[src/rtl/truth_table_seq_pkg.sv]
// truth_table_seq_pkg
// Shared definitions for the truth-table sweeper: the FSM state encoding,
// the function-bank index constants and the first illegal function index.
// No ports; imported by truth_table_seq and f1_bank.
package truth_table_seq_pkg;

  typedef enum logic [1:0] {
    IDLE  = 2'd0,
    SWEEP = 2'd1,
    DONE  = 2'd2
  } state_t;

  localparam logic [2:0] F1A = 3'd0;
  localparam logic [2:0] F1B = 3'd1;
  localparam logic [2:0] F1C = 3'd2;
  localparam logic [2:0] F1D = 3'd3;
  localparam logic [2:0] F1E = 3'd4;

  // Any func_sel at or above this value has no function behind it.
  localparam logic [2:0] FUNC_ILLEGAL = 3'd5;

  localparam int NUM_FUNCS = 5;

endpackage

[src/rtl/truth_table_seq_f1_bank.sv]
// f1_bank
// Purely combinational bank of the five three-input functions, all driven
// from the same x, y, z operands. Output bit k is the function whose index
// constant in truth_table_seq_pkg equals k.
//   x, y, z : operand bits ({x,y,z} forms the truth-table row index)
//   f       : 5-bit vector of function outputs, f[F1A] .. f[F1E]
module f1_bank
  import truth_table_seq_pkg::*;
(
  input  logic                 x,
  input  logic                 y,
  input  logic                 z,
  output logic [NUM_FUNCS-1:0] f
);

  always_comb begin
    f      = '0;
    f[F1A] = ~x & y & ~z;
    f[F1B] = x & y & z;
    f[F1C] = (~x | y) & ~z;
    f[F1D] = (x | ~y) & z;
    f[F1E] = y & ~z;
  end

endmodule

[src/rtl/truth_table_seq.sv]
// truth_table_seq
// Sweeps all eight operand combinations through one selected function of
// the f1 bank, captures the resulting truth table and compares it against a
// golden table latched at start.
//   clk         : single clock, rising edge
//   rst_n       : synchronous active-low reset, priority over start
//   start       : sweep request, only looked at in IDLE
//   func_sel    : function index 0..4; 5..7 rejected with an err pulse
//   expect_bits : golden truth table, bit i = required f({x,y,z}=i)
//   xyz         : operands currently applied to the bank (0 outside SWEEP)
//   table_bits  : captured truth table, bit i = f(i); held in IDLE
//   busy        : high in SWEEP and DONE
//   done        : one-cycle pulse in the DONE state
//   match       : captured table equals latched golden table
//   err         : one-cycle pulse after a start with an illegal func_sel
// The table/expect ports carry a _bits suffix because "table" and "expect"
// are reserved words in SystemVerilog.
module truth_table_seq
  import truth_table_seq_pkg::*;
(
  input  logic       clk,
  input  logic       rst_n,
  input  logic       start,
  input  logic [2:0] func_sel,
  input  logic [7:0] expect_bits,
  output logic [2:0] xyz,
  output logic [7:0] table_bits,
  output logic       busy,
  output logic       done,
  output logic       match,
  output logic       err
);

  state_t                 state;
  state_t                 state_next;
  logic   [2:0]           idx;
  logic   [2:0]           fsel_q;
  logic   [7:0]           exp_q;
  logic   [7:0]           table_next;
  logic   [NUM_FUNCS-1:0] fvec;
  logic                   accept;
  logic                   reject;

  f1_bank u_bank (
    .x (xyz[2]),
    .y (xyz[1]),
    .z (xyz[0]),
    .f (fvec)
  );

  always_ff @(posedge clk) begin
    if (!rst_n) state <= IDLE;
    else        state <= state_next;
  end

  // Start is only honoured in IDLE, so requests during SWEEP or DONE fall
  // through without effect.
  always_comb begin
    state_next = state;
    busy       = 1'b0;
    done       = 1'b0;
    xyz        = 3'b000;
    accept     = 1'b0;
    reject     = 1'b0;
    unique case (state)
      IDLE: begin
        if (start) begin
          if (func_sel < FUNC_ILLEGAL) begin
            accept     = 1'b1;
            state_next = SWEEP;
          end else begin
            reject = 1'b1;
          end
        end
      end
      SWEEP: begin
        busy = 1'b1;
        xyz  = idx;
        if (idx == 3'd7) state_next = DONE;
      end
      DONE: begin
        busy       = 1'b1;
        done       = 1'b1;
        state_next = IDLE;
      end
      default: state_next = IDLE;
    endcase
  end

  // Table with the current row's function output merged in.
  always_comb begin
    table_next      = table_bits;
    table_next[idx] = fvec[fsel_q];
  end

  // idx wraps to 0 on the last capture, so the DONE cycle never writes a
  // ninth entry. match is decided from the final table on that same edge.
  always_ff @(posedge clk) begin
    if (!rst_n) begin
      idx        <= '0;
      fsel_q     <= '0;
      exp_q      <= '0;
      table_bits <= '0;
      match      <= 1'b0;
      err        <= 1'b0;
    end else begin
      err <= 1'b0;
      if (accept) begin
        fsel_q     <= func_sel;
        exp_q      <= expect_bits;
        idx        <= '0;
        table_bits <= '0;
        match      <= 1'b0;
      end else if (reject) begin
        err <= 1'b1;
      end else if (state == SWEEP) begin
        table_bits <= table_next;
        idx        <= idx + 3'd1;
        if (idx == 3'd7) match <= (table_next == exp_q);
      end
    end
  end

endmodule

[config.mk]
export PLATFORM = sky130hd
export DESIGN_NAME = truth_table_seq
export DESIGN_NICKNAME = d
export VERILOG_FILES = /design/src/rtl/truth_table_seq_pkg.sv /design/src/rtl/truth_table_seq_f1_bank.sv /design/src/rtl/truth_table_seq.sv
export SDC_FILE = /design/constraint.sdc
export NUM_CORES = 1
export LEC_CHECK = 0
export ABC_AREA = 1
export CELL_PAD_IN_SITES_DETAIL_PLACEMENT = 1
export CELL_PAD_IN_SITES_GLOBAL_PLACEMENT = 1
export CORE_MARGIN = 3
export CORE_UTILIZATION = 30
export DETAILED_ROUTE_END_ITERATION = 8
export MAX_ROUTING_LAYER = met4
export PLACE_DENSITY_LB_ADDON = 0.1
export SYNTH_ARGS = -nofsm -noshare
export SYNTH_HDL_FRONTEND = slang
export SYNTH_SLANG_ARGS = --single-unit
[constraint.sdc]
create_clock -name clk -period 1.6 [get_ports clk]
set_clock_uncertainty 0.05 [all_clocks]
set_input_delay 0.16 -clock clk [delete_from_list [all_inputs] [get_ports clk]]
set_output_delay 0.16 -clock clk [all_outputs]
set_load 0.01 [all_outputs]
==> results of run 1 <==
layer usage:
metal / wire length (um) / vias up
met3: 127 / 2
met1: 2350 / 776
met4: 23 / 0
li1: - / 871
met2: 2440 / 19
met5: 0 / -
power groups by stage:
stage | clock (uW) | sequential [uW] | combinational [uW]
final | 561 | 768 | 808
after global routing | 602 | 778 | 886
after CTS | 584 | 767 | 691
after detailed placement | 0 | 778 | 665
after global placement | 0 | 775 | 656
after floorplan | 0 | 775 | 345
stage by stage:
step                std cells  utilization
global placement          359        0.444
detailed placement        359        0.444
finish                    370        0.501
CTS                       364        0.467
floorplan                 237            -
global route              370        0.501
placed cells by master, fill, tap and decap left out, types with 3 or more instances in the layout:
cell type        count
ha_4                 3
inv_1               37
a21oi_1             17
nand2_4              3
nor2_1              23
o21ai_1              7
clkbuf_8             3
nand2_2              5
buf_4               32
o21ai_2              8
nand2_1             44
dfxtp_1             23
buf_6               11
nand3_2              3
ha_1                 3
clkdlybuf4s50_1     23
nand3_1             16
o21ai_0             10
nor2_2               3
inv_2                6
repair_timing:
item                                    CTS  global route
hold buffers                              0             0
buffers inserted                          1             8
endpoints found under the setup margin   24            24
gates resized for setup                  19            51
pin swaps                                 5             7
cell families (layout without fill, tap and decap cells):
family | after synthesis | count (layout)
fa+ha+maj | 6 | 6
simple gates | 105 | 105
flops | 26 | 26
buf+inv | 54 | 120
compound gates | 46 | 46
tightest hold or removal path: cells and delay by family (launching register included):
kind	cells	cell delay, ns
buffers and inverters	1	0.06
AOI/OAI and AO/OA	1	0.05
DFF	1	0.32
final cells by class:
type | count | area share
multi-input combinational | 157 | 0.378
timing repair buffer | 71 | 0.271
sequential | 26 | 0.216
inverter | 45 | 0.0712
tap | 67 | 0.0343
clock buffer | 3 | 0.0169
clock inverter | 1 | 0.0123
state kept, by name (all words and copies together), names as in the netlist:
register    flops
err             1
table_bits      8
exp_q           8
state           2
match           1
fsel_q          3
idx             3
worst paths after layout:
path	start	endpoint	slack, ns
worst max-delay path	state[1]$_SDFFE_PN0P_	match$_SDFFE_PP0P_	-0.25
worst min-delay path	exp_q[4]$_SDFFE_PN0P_	exp_q[4]$_SDFFE_PN0P_	0.42
worst max register to register	state[1]$_SDFFE_PN0P_	match$_SDFFE_PP0P_	-0.25
worst min register to register	exp_q[4]$_SDFFE_PN0P_	exp_q[4]$_SDFFE_PN0P_	0.42
==> flow_summary.yaml, run 1 <==
run_status:
  outcome: "finished with violations"
  violations: "setup timing"
clocking:
  cts_tree: "done"
  clkSinkCount: 26
  h-tree-depth: 1
  clk_pin_slew_ns: 0.09
  insertion_delay_ns: 0.28
  root_buffer: "clkbuf_8"
  cts_buffer_depth: 2
  cts_made_buffers: 3
synthesis:
  synth-edff-count: 0
  synthAdderAreaFrac: 0.0482
  ys_seq_area_frac: 0.334
  synth_top_family_by_area: "simple AND/OR/NAND/NOR gates"
  synth-async-reset-ratio: 0
  synth_xor_xnor_area_share: 0
  yosys.area.top_type: "dfxtp_1"
  synth_cells: 237
  synth_cell_type_count: 27
  postSynth.topFlopCell: "dfxtp_1"
  syn_avg_cell_area_um2: 6.57
  synth_common_cells: "nand2_1, inv_1, nor2_1, dfxtp_1, o21ai_0"
  synth_area_leaders: "dfxtp_1, nand2_1, inv_1"
  synth-simple-area-share: 0.316
  synth_warnings: 0
  synth_most_common_cell: "nand2_1"
  netlist_area_um2: 1560
  syn_nets: 257
  synth_top_area_frac: 0.334
  synth_compound_area_frac: 0.157
  synth.ff_latch_count: 26
  synthMuxAreaShare: 0
setup_path:
  required_ns: 1.76
  cpPeakStageDelay_ns: 0.35
  cp-start-kind: "register"
  ff2ff_path_depth: 15
  worst-path-buf-inv: 2
  cp_max_fo: 5
  worstPathCellList: "inv_2 -> ha_4 -> nand2_2 -> nand2_1 -> nand2_1 -> inv_2 -> nand2_2 -> nand2_4 -> nand3_1 -> nand2_1 -> a21oi_1 -> nand3_2 -> nor2_1 -> nand2_1 -> a21oi_2"
  cp.arrival_ns: 2.01
  crit_family: "simple AND/OR/NAND/NOR gates"
  cp_num_cells: 15
  crit_top_cell: "nand2_1"
  slowest_stage: "dfxtp_2"
  worstSetupPathType: "register to register"
  crit_path_end_kind: "register"
sta:
  tightest_slew_ns: 0.351
  slew_headroom: 0.766
  setup_viol: 21
  whs_ns: 0.419
  fin_setup_tns_ns: -1.42
  hold_viol: 0
  final_max_slew_viol_count: 0
  period_share: 1.16
  setup_slack_ns: -0.253
  period_needed_ns: 1.85
  rsz0062_at_grt: "true"
  fmax_mhz: 540
placed_design:
  port_buffers: 28
  dp_hpwl_um: 3740
  gp_congestion: 0.860
  place_ws_ns: -0.255
  dpl_cell_area_um2: 2160
flow_run:
  max-cap-violations: 0
pwr:
  internal_power_uw: 1440
  p_switching_uw: 696
  power_density_nw_per_um2: 874
  switching_share: 0.326
  p_total_uw: 2140
  ir_worst_vdd_uv: 497
  leakage_uw: 0.00113
  comb_power_share: 0.378
  clkPwrFrac: 0.263
  seqPwrFrac: 0.359
global_routing:
  use_met2: 0.280
  grt_usage: 0.167
  overflow: 0
  grtUsageMet3: 0.0275
  use_met1: 0.216
  grt_max_degree: 16
  grt_pass1_vias: 1681
  grt_pass1_wl_um: 7830
  busiest_layer: "met2"
  antenna_found_initial: 0
routing:
  route.detailed.drc: 0
  ant_nets: 0
  routedWlPerCell_um: 13.3
  vias_per_cell: 4.51
  dr.first_iter.drc_count: 50
  drtPass1Iterations: 4
  vias: 1668
  drt-total-wl_um: 4940
cells_and_area:
  fin_nets: 324
  fin_area_um2: 2440
  n_fill_cell: 625
  drive_above_1_share: 0.310
  multi_input_area_um2: 925
  final-seq-area_um2: 527
  area_delta_synth_final_pct: 56.9
  antennaDiodeCount: 0
floorplan:
  core_area_um2: 4880
  die_h_um: 78.1
  pin_count: 29
  start_util: 0.319
  die_x_um: 78.1
  row_count: 25
  die_area_um2: 6090
worst_hold_path:
  hp-class: "register to register"
  worstHoldPathCells: 2
Note: power is estimated with default switching activity, not from simulation.
==> run 2, diff against run 1 <==
==> constraint.sdc (replaced) <==
create_clock -name clk -period 1.6 [get_ports clk]
set_clock_uncertainty 0.05 [all_clocks]
set_input_delay 0.4 -clock clk [delete_from_list [all_inputs] [get_ports clk]]
set_output_delay 0.4 -clock clk [all_outputs]
set_load 0.01 [all_outputs]
==> flow_summary.yaml, run 2 (synthesized netlist as in run 1, its figures left out) <==
placed_design:
  gp_congestion: 0.775
  port_buffers: 28
  dp_hpwl_um: 3660
cells_and_area:
  top_regs: "exp_q x8, table_bits x8"
  fin_nets: 320
  final-seq-area_um2: 527
  n_fill_cell: 639
  final_cell_mix: "nand2_1, inv_1, buf_4"
  drive_above_1_share: 0.344
  mostFrequentLayoutCell: "nand2_1"
  final_core_util: 0.493
  antennaDiodeCount: 0
  area_delta_synth_final_pct: 54.5
  multi_input_area_um2: 975
floorplan:
  core_area_um2: 4880
  pin_count: 29
  die_x_um: 78.1
  start_util: 0.319
  row_count: 25
  die_h_um: 78.1
  die_area_um2: 6090
global_routing:
  grt_pass1_wl_um: 7840
  grt_max_degree: 17
  antenna_found_initial: 0
  grt_pass1_vias: 1729
  grt_usage: 0.165
  overflow: 0
setup_path:
  required_ns: 1.73
  cp.arrival_ns: 1.97
  slowest_stage: "dfxtp_2"
  cp-start-kind: "register"
  worst-path-buf-inv: 3
  r2r_slack_ns: -0.25
  cp_num_cells: 15
  timing.rr.start: "state[1]$_SDFFE_PN0P_"
  crit_top_cell: "nand2_1"
  cp_max_fo: 5
  worstSetupPathType: "register to register"
  crit_path_end_kind: "register"
  worstPathCellList: "inv_2 -> ha_4 -> nand2_1 -> clkinv_2 -> nand2_1 -> nand2_2 -> nand2_4 -> nand2_8 -> buf_4 -> o21ai_2 -> nand2_1 -> nand3_1 -> nor2_2 -> nand2_1 -> a21oi_2"
  crit_family: "simple AND/OR/NAND/NOR gates"
  rr_endpoint: "match$_SDFFE_PP0P_"
  ff2ff_path_depth: 15
  crit_path_end: "match$_SDFFE_PP0P_"
  crit_start: "state[1]$_SDFFE_PN0P_"
  cpPeakStageDelay_ns: 0.35
sta:
  period_needed_ns: 1.85
  slew_headroom: 0.775
  hold_viol: 0
  tightest_slew_ns: 0.338
  rsz0062_at_grt: "true"
  period_share: 1.15
  fmax_mhz: 542
  setup_viol: 7
  final_max_slew_viol_count: 0
  setup_slack_ns: -0.246
pwr:
  ir_worst_vdd_uv: 360
  leakage_uw: 0.00119
  p_total_uw: 2000
  power_density_nw_per_um2: 831
clocking:
  cts_hold_buffers: 0
  cts_made_buffers: 3
  clkSinkCount: 26
  root_buffer: "clkbuf_8"
  clk_pin_slew_ns: 0.10
  h-tree-depth: 1
  cts_buffer_depth: 2
  cts_tree: "done"
  insertion_delay_ns: 0.27
run_status:
  violations: "setup timing"
  outcome: "finished with violations"
routing:
  vias: 1697
  vias_per_cell: 4.64
  dr.first_iter.drc_count: 29
  route.detailed.drc: 0
  ant_nets: 0
  routedWlPerCell_um: 13.3
  drtPass1Iterations: 4
  drt-total-wl_um: 4870
worst_hold_path:
  worstHoldPathCells: 3
  hp-class: "input pin to register"
flow_run:
  max-cap-violations: 0
==> run 2: how the worst min path moves through the flow <==
| stage | start | end | slack [ns] |
|---|---|---|---|
| after floorplan | exp_q[6]$_SDFFE_PN0P_ | exp_q[6]$_SDFFE_PN0P_ | 0.39 |
| after global placement | exp_q[1]$_SDFFE_PN0P_ | exp_q[1]$_SDFFE_PN0P_ | 0.41 |
| after detailed placement | exp_q[4]$_SDFFE_PN0P_ | exp_q[4]$_SDFFE_PN0P_ | 0.42 |
| after CTS | exp_q[4]$_SDFFE_PN0P_ | exp_q[4]$_SDFFE_PN0P_ | 0.43 |
| after global routing | func_sel[0] | fsel_q[0]$_SDFFE_PN0P_ | 0.39 |
| final | func_sel[0] | fsel_q[0]$_SDFFE_PN0P_ | 0.38 |
==> run 2: tightest hold or removal path: cells and delay by family <==
family                 cells  cell delay (ns)
buffers and inverters      2             0.16
AO/OA/AOI/OAI              1             0.11
==> run 2: final cells by class <==
| cell class | instances | area share |
|---|---|---|
| sequential | 26 | 0.219 |
| timing repair buffer | 66 | 0.240 |
| multi-input combinational | 157 | 0.405 |
| inverter | 45 | 0.0759 |
| timing repair inverter | 1 | 0.00312 |
| tap | 67 | 0.0348 |
| clock buffer | 4 | 0.0229 |
==> run 2: metal layers <==
layer / GRT usage / routed length, um / vias up / share of wire
met4: 0.0402 / 85 / 0 / 0.017
met2: 0.282 / 2410 / 24 / 0.50
met3: 0.0252 / 116 / 6 / 0.024
met1: 0.205 / 2260 / 802 / 0.46
met5: - / 0 / - / 0
li1: - / - / 865 / -
==> run 2: metrics by stage <==
stage | instances | cell area, um2 | setup WS, ns | setup TNS (ns) | hold slack [ns]
after global placement | 356 | 2130 | -0.306 | -4.91 | 0.414
after global routing | 366 | 2410 | -0.365 | -1.28 | 0.388
after detailed placement | 356 | 2130 | -0.355 | -6.20 | 0.417
final | 366 | 2410 | -0.246 | -0.429 | 0.376
after floorplan | 237 | 1560 | -0.0308 | -0.0308 | 0.394
after CTS | 362 | 2210 | -0.206 | -0.619 | 0.433
==> run 2: timing repair <==
action	CTS	global route
gates resized for setup	43	50
endpoints found under the setup margin	27	26
setup buffers	2	4
cloned	0	1
pin swaps	2	8
==> run 2: where the power goes <==
part	switching, uW	total [uW]	internal (uW)	leakage [uW]
Clock	221	441	220	0.0000288
Combinational	433	789	356	0.000950
Sequential	53.8	770	716	0.000215
Total	708	2000	1290	0.00119
==> run 3, diff against run 2 <==
--- a/config.mk
+++ b/config.mk
@@ -8,7 +8,7 @@
 export ABC_AREA = 1
 export CELL_PAD_IN_SITES_DETAIL_PLACEMENT = 1
 export CELL_PAD_IN_SITES_GLOBAL_PLACEMENT = 1
-export CORE_MARGIN = 3
+export CORE_MARGIN = 5
 export CORE_UTILIZATION = 30
 export DETAILED_ROUTE_END_ITERATION = 8
 export MAX_ROUTING_LAYER = met4
==> flow_summary.yaml, run 3 (synthesized netlist as in run 1, its figures left out) <==
run_status:
  outcome: "finished with violations"
  violations: "setup timing"
pwr:
  comb_power_share: 0.393
  switching_share: 0.344
  leakage_uw: 0.00120
  internal_power_uw: 1300
  p_switching_uw: 682
  clkPwrFrac: 0.220
  power_density_nw_per_um2: 807
  ir_worst_vdd_uv: 441
  seqPwrFrac: 0.387
placed_design:
  place_ws_ns: -0.366
  dp_hpwl_um: 3520
  port_buffers: 28
  gp_congestion: 0.825
flow_run:
  max-cap-violations: 0
cells_and_area:
  antennaDiodeCount: 0
  top_regs: "exp_q x8, table_bits x8"
  area_delta_synth_final_pct: 57.4
  drive_above_1_share: 0.363
  final_core_util: 0.483
  mostFrequentLayoutCell: "nand2_1"
  fin_nets: 324
  final_cell_mix: "nand2_1, buf_4, inv_1"
  n_fill_cell: 672
routing:
  vias: 1642
  route.detailed.drc: 0
  drtPass1Iterations: 4
  drt-total-wl_um: 4770
  ant_nets: 0
  vias_per_cell: 4.40
  routedWlPerCell_um: 12.8
  dr.first_iter.drc_count: 43
floorplan:
  die_h_um: 82.1
  die_x_um: 82.1
  core_area_um2: 5070
  pin_count: 29
  die_area_um2: 6730
  start_util: 0.307
  row_count: 26
global_routing:
  grt_usage: 0.155
  grt_pass1_wl_um: 7690
  grt_pass1_vias: 1662
  antenna_found_initial: 0
  grt_max_degree: 17
  overflow: 0
clocking:
  cts_made_buffers: 3
  cts_buffer_depth: 2
  cts_tree: "done"
  insertion_delay_ns: 0.27
  cts_hold_buffers: 0
  clk_pin_slew_ns: 0.09
  h-tree-depth: 1
  root_buffer: "clkbuf_8"
  clkSinkCount: 26
sta:
  fmax_mhz: 569
  setup_viol: 4
  setup_slack_ns: -0.158
  hold_viol: 0
  tightest_slew_ns: 0.327
  fin_setup_tns_ns: -0.298
  period_share: 1.10
  rsz0062_at_grt: "true"
  period_needed_ns: 1.76
  slew_headroom: 0.781
  final_max_slew_viol_count: 0
setup_path:
  cp_max_fo: 5
  required_ns: 1.76
  crit_path_end_kind: "register"
  cp.arrival_ns: 1.92
  cp-start-kind: "register"
  worstSetupPathType: "register to register"
worst_hold_path:
  hp-class: "input pin to register"
[run 3: cell count changes in the layout (fill, tap and decap cells not counted), moves of 2 or more]
cell | previous run | this run
buf_4 | 33 | 37
dfxtp_1 | 21 | 23
dfxtp_2 | 5 | 2
inv_2 | 6 | 9
inv_6 | 2 | 0
o21ai_0 | 18 | 11
o21ai_1 | 3 | 5
o21ai_2 | 4 | 8
[run 3: layout make-up]
cell class                      instances  area [um2]  share of cell area
Tap cell                               70        87.6              0.0357
Inverter                               45         173              0.0704
Multi-Input combinational cell        157         987               0.403
Timing Repair inverter                  1        7.51             0.00306
Sequential cell                        26         527               0.215
Timing Repair Buffer                   70         616               0.251
Clock buffer                            4        55.1              0.0224
[run 3: timing repair]
item                       in CTS  in global routing
setup buffers                   3                  8
gates resized for setup        50                 51
setup endpoints to repair      33                 26
gates cloned                    0                  1
pin swaps                       9                  8
[run 3: power groups by stage]
stage	clock network [uW]	registers, uW	logic, uW
after CTS	459	766	661
after global routing	484	777	873
final	435	767	777
after floorplan	0	775	345
after detailed placement	0	777	640
after global placement	0	778	630
[run 3: final timing paths]
check	start	to	slack, ns	depth (start not counted)
setup reg to reg	state[1]$_SDFFE_PN0P_	match$_SDFFE_PP0P_	-0.16	15
hold / removal	func_sel[2]	fsel_q[2]$_SDFFE_PN0P_	0.38	3
setup / recovery	state[1]$_SDFFE_PN0P_	match$_SDFFE_PP0P_	-0.16	15
hold reg to reg	exp_q[6]$_SDFFE_PN0P_	exp_q[6]$_SDFFE_PN0P_	0.43	2
[run 3: routing by layer]
layer	wire length [um]	vias to the layer above	track usage
met5	0	-	-
li1	-	865	-
met3	173	2	0.0230
met4	23	0	0.0299
met1	2200	754	0.190
met2	2370	21	0.269
[run 3: worst max-delay path, cell delays in order, from the launching register on]
cell	delay, ns
dfxtp_2	0.34
inv_2	0.05
ha_4	0.17
nand2_1	0.09
clkinv_2	0.05
nand2_1	0.07
nand2_2	0.06
nand2_4	0.13
nand2_8	0.10
o21ai_4	0.16
nand2_1	0.07
nand2_1	0.06
nand2_1	0.05
nor2_1	0.08
nand2_1	0.07
a21oi_2	0.10
[run 3: through the flow]
step	hold WS, ns	cell area, um2	total power [uW]	cells
finish	0.376	2450	1980	373
global route	0.374	2450	2130	373
CTS	0.436	2230	1890	366
detailed placement	0.419	2130	1420	359
global placement	0.410	2130	1410	359
floorplan	0.394	1560	1120	237
